===== config.mk =====
export PLATFORM = sky130hd
export DESIGN_NAME = booth_mul_arbiter
export DESIGN_NICKNAME = d
export VERILOG_FILES = /design/src/rtl/booth_mul_arbiter.sv
export SDC_FILE = /design/constraint.sdc
export NUM_CORES = 1
export LEC_CHECK = 0
export ABC_AREA = 0
export CELL_PAD_IN_SITES_DETAIL_PLACEMENT = 0
export CELL_PAD_IN_SITES_GLOBAL_PLACEMENT = 1
export CORE_MARGIN = 2
export CORE_UTILIZATION = 33
export DETAILED_ROUTE_END_ITERATION = 6
export GPL_TIMING_DRIVEN = 0
export PLACE_DENSITY_LB_ADDON = 0.25
export SLEW_MARGIN = 20
export SYNTH_ARGS = -nofsm -noshare
export SYNTH_HDL_FRONTEND = slang
export SYNTH_SLANG_ARGS = --single-unit

===== constraint.sdc =====
create_clock -name clk -period 2.7 [get_ports clk]
set_input_delay 0.27 -clock clk [delete_from_list [all_inputs] [get_ports clk]]
set_output_delay 0.27 -clock clk [all_outputs]
set_load 0.01 [all_outputs]

===== src/rtl/booth_mul_arbiter.sv =====
// rtl/booth_mul_arbiter.sv - round-robin arbiter sharing one sequential signed multiplier
//
// Purpose: arbitrates N_REQ requesters onto a single multiplier driven by a
// start/done handshake, and returns each product tagged with its requester.
// Optional macro MUL_TIMEOUT_EN: abort a multiply that has not finished
// TIMEOUT cycles after start and answer with rsp_err=1, rsp_data=0.
//
// Ports:
//   clk, rst              clock (rising edge), async active-high reset
//   req                   per-requester level request
//   a_in, b_in            packed operands, slice i belongs to requester i
//   gnt                   one-hot one-cycle grant pulse
//   rsp_valid/id/data/err registered response (err only meaningful with valid)
//   mul_start/a/b         start pulse and held operands to the multiplier
//   mul_done/product      completion and result from the multiplier

module booth_mul_arbiter #(
  parameter int N_REQ   = 4,
  parameter int WIDTH   = 5,
  parameter int TIMEOUT = 64
) (
  input  logic                       clk,
  input  logic                       rst,
  input  logic [N_REQ-1:0]           req,
  input  logic [N_REQ*WIDTH-1:0]     a_in,
  input  logic [N_REQ*WIDTH-1:0]     b_in,
  output logic [N_REQ-1:0]           gnt,
  output logic                       rsp_valid,
  output logic [$clog2(N_REQ)-1:0]   rsp_id,
  output logic [2*WIDTH-1:0]         rsp_data,
  output logic                       rsp_err,
  output logic                       mul_start,
  output logic [WIDTH-1:0]           mul_a,
  output logic [WIDTH-1:0]           mul_b,
  input  logic                       mul_done,
  input  logic [2*WIDTH-1:0]         mul_product
);

  localparam int IDW = $clog2(N_REQ);

  localparam logic [1:0] S_IDLE = 2'd0;
  localparam logic [1:0] S_BUSY = 2'd1;
  localparam logic [1:0] S_RESP = 2'd2;

  if (N_REQ < 2 || N_REQ > 8) begin : g_bad_n_req
    $error("booth_mul_arbiter: N_REQ must be in 2..8");
  end
  if (TIMEOUT < 2) begin : g_bad_timeout
    $error("booth_mul_arbiter: TIMEOUT must be at least 2");
  end

  logic [1:0]           state_q, state_d;
  logic [IDW-1:0]       ptr_q, ptr_d;
  logic [IDW-1:0]       owner_q, owner_d;
  logic [N_REQ-1:0]     gnt_q, gnt_d;
  logic                 mul_start_q, mul_start_d;
  logic [WIDTH-1:0]     mul_a_q, mul_a_d;
  logic [WIDTH-1:0]     mul_b_q, mul_b_d;
  logic                 rsp_valid_q, rsp_valid_d;
  logic [IDW-1:0]       rsp_id_q, rsp_id_d;
  logic [2*WIDTH-1:0]   rsp_data_q, rsp_data_d;
  logic                 rsp_err_q, rsp_err_d;

  logic                 found;
  logic [IDW-1:0]       winner;
  logic [IDW-1:0]       idx;

`ifdef MUL_TIMEOUT_EN
  localparam int CW = $clog2(TIMEOUT + 1);
  logic [CW-1:0]        cnt_q, cnt_d;
`endif

  // Round-robin scan starting at ptr_q; the first asserted request wins.
  always_comb begin
    found  = 1'b0;
    winner = '0;
    idx    = '0;
    for (int i = 0; i < N_REQ; i++) begin
      idx = IDW'((int'(ptr_q) + i) % N_REQ);
      if (!found && req[idx]) begin
        found  = 1'b1;
        winner = idx;
      end
    end
  end

  always_comb begin
    state_d     = state_q;
    ptr_d       = ptr_q;
    owner_d     = owner_q;
    gnt_d       = '0;
    mul_start_d = 1'b0;
    mul_a_d     = mul_a_q;
    mul_b_d     = mul_b_q;
    rsp_valid_d = 1'b0;
    rsp_id_d    = rsp_id_q;
    rsp_data_d  = rsp_data_q;
    rsp_err_d   = rsp_err_q;
`ifdef MUL_TIMEOUT_EN
    cnt_d       = cnt_q;
`endif
    case (state_q)
      S_IDLE: begin
        if (found) begin
          gnt_d[winner] = 1'b1;
          owner_d       = winner;
          mul_a_d       = a_in[int'(winner)*WIDTH +: WIDTH];
          mul_b_d       = b_in[int'(winner)*WIDTH +: WIDTH];
          mul_start_d   = 1'b1;
          state_d       = S_BUSY;
`ifdef MUL_TIMEOUT_EN
          cnt_d         = '0;
`endif
        end
      end
      S_BUSY: begin
`ifdef MUL_TIMEOUT_EN
        cnt_d = cnt_q + 1'b1;
`endif
        // A done coincident with our own start pulse belongs to nothing we issued.
        if (!mul_start_q && mul_done) begin
          rsp_valid_d = 1'b1;
          rsp_id_d    = owner_q;
          rsp_data_d  = mul_product;
          rsp_err_d   = 1'b0;
          state_d     = S_RESP;
        end
`ifdef MUL_TIMEOUT_EN
        else if (cnt_q == CW'(TIMEOUT - 1)) begin
          rsp_valid_d = 1'b1;
          rsp_id_d    = owner_q;
          rsp_data_d  = '0;
          rsp_err_d   = 1'b1;
          state_d     = S_RESP;
        end
`endif
      end
      S_RESP: begin
        ptr_d   = (owner_q == IDW'(N_REQ - 1)) ? '0 : owner_q + 1'b1;
        state_d = S_IDLE;
      end
      default: state_d = S_IDLE;
    endcase
  end

  always_ff @(posedge clk or posedge rst) begin
    if (rst) begin
      state_q     <= S_IDLE;
      ptr_q       <= '0;
      owner_q     <= '0;
      gnt_q       <= '0;
      mul_start_q <= 1'b0;
      mul_a_q     <= '0;
      mul_b_q     <= '0;
      rsp_valid_q <= 1'b0;
      rsp_id_q    <= '0;
      rsp_data_q  <= '0;
      rsp_err_q   <= 1'b0;
`ifdef MUL_TIMEOUT_EN
      cnt_q       <= '0;
`endif
    end else begin
      state_q     <= state_d;
      ptr_q       <= ptr_d;
      owner_q     <= owner_d;
      gnt_q       <= gnt_d;
      mul_start_q <= mul_start_d;
      mul_a_q     <= mul_a_d;
      mul_b_q     <= mul_b_d;
      rsp_valid_q <= rsp_valid_d;
      rsp_id_q    <= rsp_id_d;
      rsp_data_q  <= rsp_data_d;
      rsp_err_q   <= rsp_err_d;
`ifdef MUL_TIMEOUT_EN
      cnt_q       <= cnt_d;
`endif
    end
  end

  assign gnt       = gnt_q;
  assign mul_start = mul_start_q;
  assign mul_a     = mul_a_q;
  assign mul_b     = mul_b_q;
  assign rsp_valid = rsp_valid_q;
  assign rsp_id    = rsp_id_q;
  assign rsp_data  = rsp_data_q;
  assign rsp_err   = rsp_err_q;

endmodule


-- After elaboration in Yosys (flattened, before gate mapping)
Cells that the tools add are included.
- reduce and logical (&&, ||, !) cells: 13
- equality and inequality tests: 5
- order comparisons: 6
- $mul: 1
- add/subtract/negate cells: 4
- muxes and demuxes: 28
- shift-type cells: 2
- operators by type and width (cell ; count):
    $shiftx A20 B32 Y5 ; 1
    $shiftx A20 B6 Y5 ; 1
    $lt A2 B3 Y1 const B ; 5
    $mux W2 ; 7
    $mux W1 ; 13
    $bmux W1 S2 ; 4
    $mux W4 ; 2
    $reduce_and A2 Y1 ; 3
    $logic_and A1 B1 Y1 ; 5
    $mul A2 B3 Y5 const B ; 1
    $add A2 B1 Y2 const B ; 2
    $add A2 B2 Y2 const B ; 2
    $eq A2 B2 Y1 const B ; 2
    $logic_not A1 Y1 ; 4
    $ne A2 B2 Y1 const B ; 2
    $pmux W2 S2 ; 1
    $demux W1 S2 ; 1
    $eq A2 B1 Y1 const B ; 1
    $ge A2 B1 Y1 const B ; 1
    $logic_not A2 Y1 ; 1
- flip-flop bits (word level): 34
- bits of input ports: 57
- output and inout port bits: 29
- word-level logic and storage cells: 69

-- Longest topological paths before layout
- depth after elaboration: 18
- gate-level depth with buffers: 6
- mapped depth without buffers: 5

-- Worst setup path after synthesis
Ideal clock, no wire load.
- path type: flip-flop to flip-flop
- start point: register ptr_q[1]
- end point: register mul_a_q[0], in the netlist mul_a[0]
- setup slack: 1.139 ns
- data required time: 2.573 ns
- path buffers: 1
- stages on the path, launching flop included: 6
- arrival time: 1.433 ns
- cell sequence: dfrtp_1 > o32a_2 > and2_4 > buf_6 > a211oi_2 > a211oi_2
- longest elaborated chain between the ends: 14
- elaborated cells on any way between the ends: 28
- ends and longest elaborated chain (what ; RTL line ; source):
    start, declared ; 53 ; logic [IDW-1:0] ptr_q, ptr_d;
    start signal, assigned ; 164 ; ptr_q <= ptr_d;
    parallel branches: the longest is 14 deep, another holds $mul A2 B3 Y5 ; n/a ;
    end signal, assigned ; 168 ; mul_a_q <= mul_a_d;
    end, declared ; 57 ; logic [WIDTH-1:0] mul_a_q, mul_a_d;
Parallel ways; which one is timed is not known. The select of a mux whose other input is x is not followed.
A chain may end at the register's enable or synchronous reset.

-- Worst setup path after layout
- start point: input port req[2]
- end point: register mul_b_q[2], in the netlist mul_b[2]
- longest elaborated chain between the ends: 14
- elaborated cells on any way between the ends: 25
- ends and longest elaborated chain (what ; RTL line ; source):
    start, declared ; 24 ; input logic [N_REQ-1:0] req,
    $bmux W1 S2 ; 80 ; if (!found && req[idx]) begin
    $mux W1 (not written as such) ; 80 ;
    $mux W1 ; 80 ;
    $logic_not A1 Y1 ; 80 ;
    $logic_and A1 B1 Y1 ; 80 ;
    $mux W1 ; 80 ;
    $logic_not A1 Y1 ; 80 ;
    $logic_and A1 B1 Y1 ; 80 ;
    $mux W1 ; 80 ;
    $logic_not A1 Y1 ; 80 ;
    $logic_and A1 B1 Y1 ; 80 ;
    $mux W2 ; 80 ;
    $mul A2 B3 Y5 ; 108 ; mul_b_d = b_in[int'(winner)*WIDTH +: WIDTH];
    $shiftx A20 B6 Y5 ; 108 ;
    end signal, assigned ; 169 ; mul_b_q <= mul_b_d;
    end, declared ; 58 ; logic [WIDTH-1:0] mul_b_q, mul_b_d;
Several ways; a longest one is shown, not always the timed one. The select of a mux whose other input is x is not followed.

==> results.cfg <==
[detailed_routing]
wl_met2_um = 1940
wl_per_cell_um = 14.1
dr_wl_met3_um = 448
drc_errors = 0
drt-vias-per-instance = 4.70
wl_met1_um = 1880
top_layer = met4
drt-initial-drc-count = 32
totalWireLength_um = 4300
drt_pre_antenna_iters = 4
vias = 1433
detail-route-antenna-nets = 0

[cts]
clkTransAtPathRegs_ns = 0.07
htree_num_levels = 2
clk_latency_ns = 0.27
tritoncts = built
cts_hold_buf = 0
postCtsSetupRepairBufs = 0
cts_made_buffers = 5
cts.sinks = 34
clockBufferDepth = 2
cts_resized = 0
cts_root_buf = clkbuf_8

[floorplanning]
start_util_pct = 34.8
coreArea_um2 = 5170
die-height_um = 77.8
die_w_um = 77.8
fp-row-count = 26
dieArea_um2 = 6060
pin_count = 86

[synth]
yosys_warnings = 0
syn-num-nets = 202
async_flop_share_pct = 100
synth-edff-count = 0
synth_area_leader_cell = dfrtp_1
synth_seq_cells = 34
synth_area_leaders = dfrtp_1, a211oi_2, mux2_2
yosysTopAreaCellShare_pct = 47.3
syn_inst = 144
ys_types = 38
ys.flop_type = dfrtp_1
syn_area_um2 = 1800
yosysSeqAreaShare_pct = 47.3
syn_avg_cell_area_um2 = 12.5

[global_routing]
grtUsageTotal_pct = 15.4
grt_first_pass_wirelength_um = 7260
grt_antenna_before_repair = 0
grt_pass1_vias = 1501
globalRoute.totalOverflow = 0
grt_start_max_net_pins = 35

[power_and_ir_drop]
total_power_mw = 2.66
p_leak_nw = 1.14
vdd_drop_max_v = 0.000345
p_per_area_nw_per_um2 = 946

[final_layout]
diodes = 0
area_delta_synth_final_pct = 56.0
nets = 293
drive_gt1_share_pct = 23.4

[critical_path]
cp-start-kind = primary input
r2r_slack_ns = 0.93
r2r-start = state_q[1]$_DFFE_PP0P_
crit_start = req[2]
critical_path_class = in -> reg
arrival_ns = 2.01
end_kind = flop
crit_fanout = 10
required_ns = 2.86

[timing]
setup_viol = 0
max_slew_margin_pct = 53.1
worst_slew_pin_slew_ns = 0.703
fin_crit_ns = 1.86
holdWs_ns = 0.433
rsz0062_at_grt = no
drv_slew = 0
setup-tns-final_ns = 0
finalCritPeriodShare_pct = 68.7
hold_viol = 0
skew_ns = 0.00351
fmax_mhz = 539

[place]
detailedPlacementHpwl_um = 3230
place.gp.congestion = 0.678
portBuffers = 84

[flow_run]
cap_viol_max_count = 0

[hold_path]
hold_path_class = in -> async

[run_status]
status = finished, final reports clean
==> cell type report <==
type	count	area [um^2]
flip-flops and latches	34	851
repair buffers	84	841
well taps	70	87.6
clock buffers	5	68.8
multi-input cells	94	841
clock inverters	2	10.0
plain buffers	9	78.8
fillers	466	2370
inverters	7	28.8
==> cells in the mapped netlist, types with 2 or more instances <==
library cell  instances
buf_4                 3
inv_1                 5
dfrtp_1              34
a211oi_1              4
a21boi_1              9
nand2_1               3
mux2_2               13
buf_6                 2
mux2i_1              11
nor2_1               13
nor4b_1               2
buf_2                 2
a211oi_2             17
a21boi_0              2
==> metrics by stage <==
stage / util (%) / area, um^2 / std cells / setup slack (ns)
after global placement: 52.7 / 2730 / 298 / 0.504
after CTS: 54.3 / 2810 / 305 / 0.816
final: 54.3 / 2810 / 305 / 0.845
after floorplan: - / 1800 / 144 / 1.14
after detailed placement: 52.7 / 2730 / 298 / 0.521
after global routing: 54.3 / 2810 / 305 / 0.679
==> cell families after synthesis <==
kind of cell | count (synthesis) | share of synthesized area [%]
AO/OA/AOI/OAI | 39 | 21.3
buffers and inverters | 16 | 5.98
other | 1 | 0.208
flip-flops | 34 | 47.3
adder cells (fa/ha/maj) | 1 | 0.695
AND/OR/NAND/NOR | 29 | 10.3
multiplexers | 24 | 14.3
==> registers in the layout, summed over array words and instances, names as in the netlist <==
name / cells
state_q: 2
mul_a: 5
ptr_q: 2
rsp_data: 10
rsp_id: 2
mul_b: 5
owner_q: 2
rsp_valid: 1
gnt: 4
mul_start: 1
==> critical path, cell delays in order <==
cell and delay, ns:
clkdlybuf4s50_1 0.58, nor4_2 0.09, nor3_2 0.32, or3b_1 0.47, inv_4 0.18, a211oi_1 0.09
==> cell usage in the layout (no fill, tap or decap), types with 3 or more instances in the layout <==
master and count:
clkdlybuf4s50_1 84, dfrtp_1 34, a211oi_2 17, nor2_1 13, mux2_2 13, mux2i_1 11, a21boi_1 9, clkbuf_8 5
inv_1 4, a211oi_1 4, nand2_1 3, buf_4 3
==> metal layers <==
layer  GRT usage [%]  up-vias
li1                -      706
met4            5.36        0
met2            24.8       73
met1            18.9      650
met3            5.47        4
met5               0        -
==> final timing paths <==
kind / end / cells past startpoint
worst max-delay path: mul_b[2]$_DFFE_PP0P_ / 6
min in group clk: rsp_data[8]$_DFFE_PP0P_ / 1
worst min register to register: rsp_data[8]$_DFFE_PP0P_ / 1
worst max register to register: mul_b[2]$_DFFE_PP0P_ / 5
worst min-delay path: rsp_valid$_DFF_PP0_ / 2
max in group asynchronous: mul_b[4]$_DFFE_PP0P_ / 2
==> where the power goes <==
group          switching [mW]  internal, mW  leakage [nW]
Combinational           0.637         0.790         0.692
Clock                   0.169         0.173        0.0438
Sequential              0.141         0.746         0.408
No activity file was read; power rests on OpenSTA's default activity.
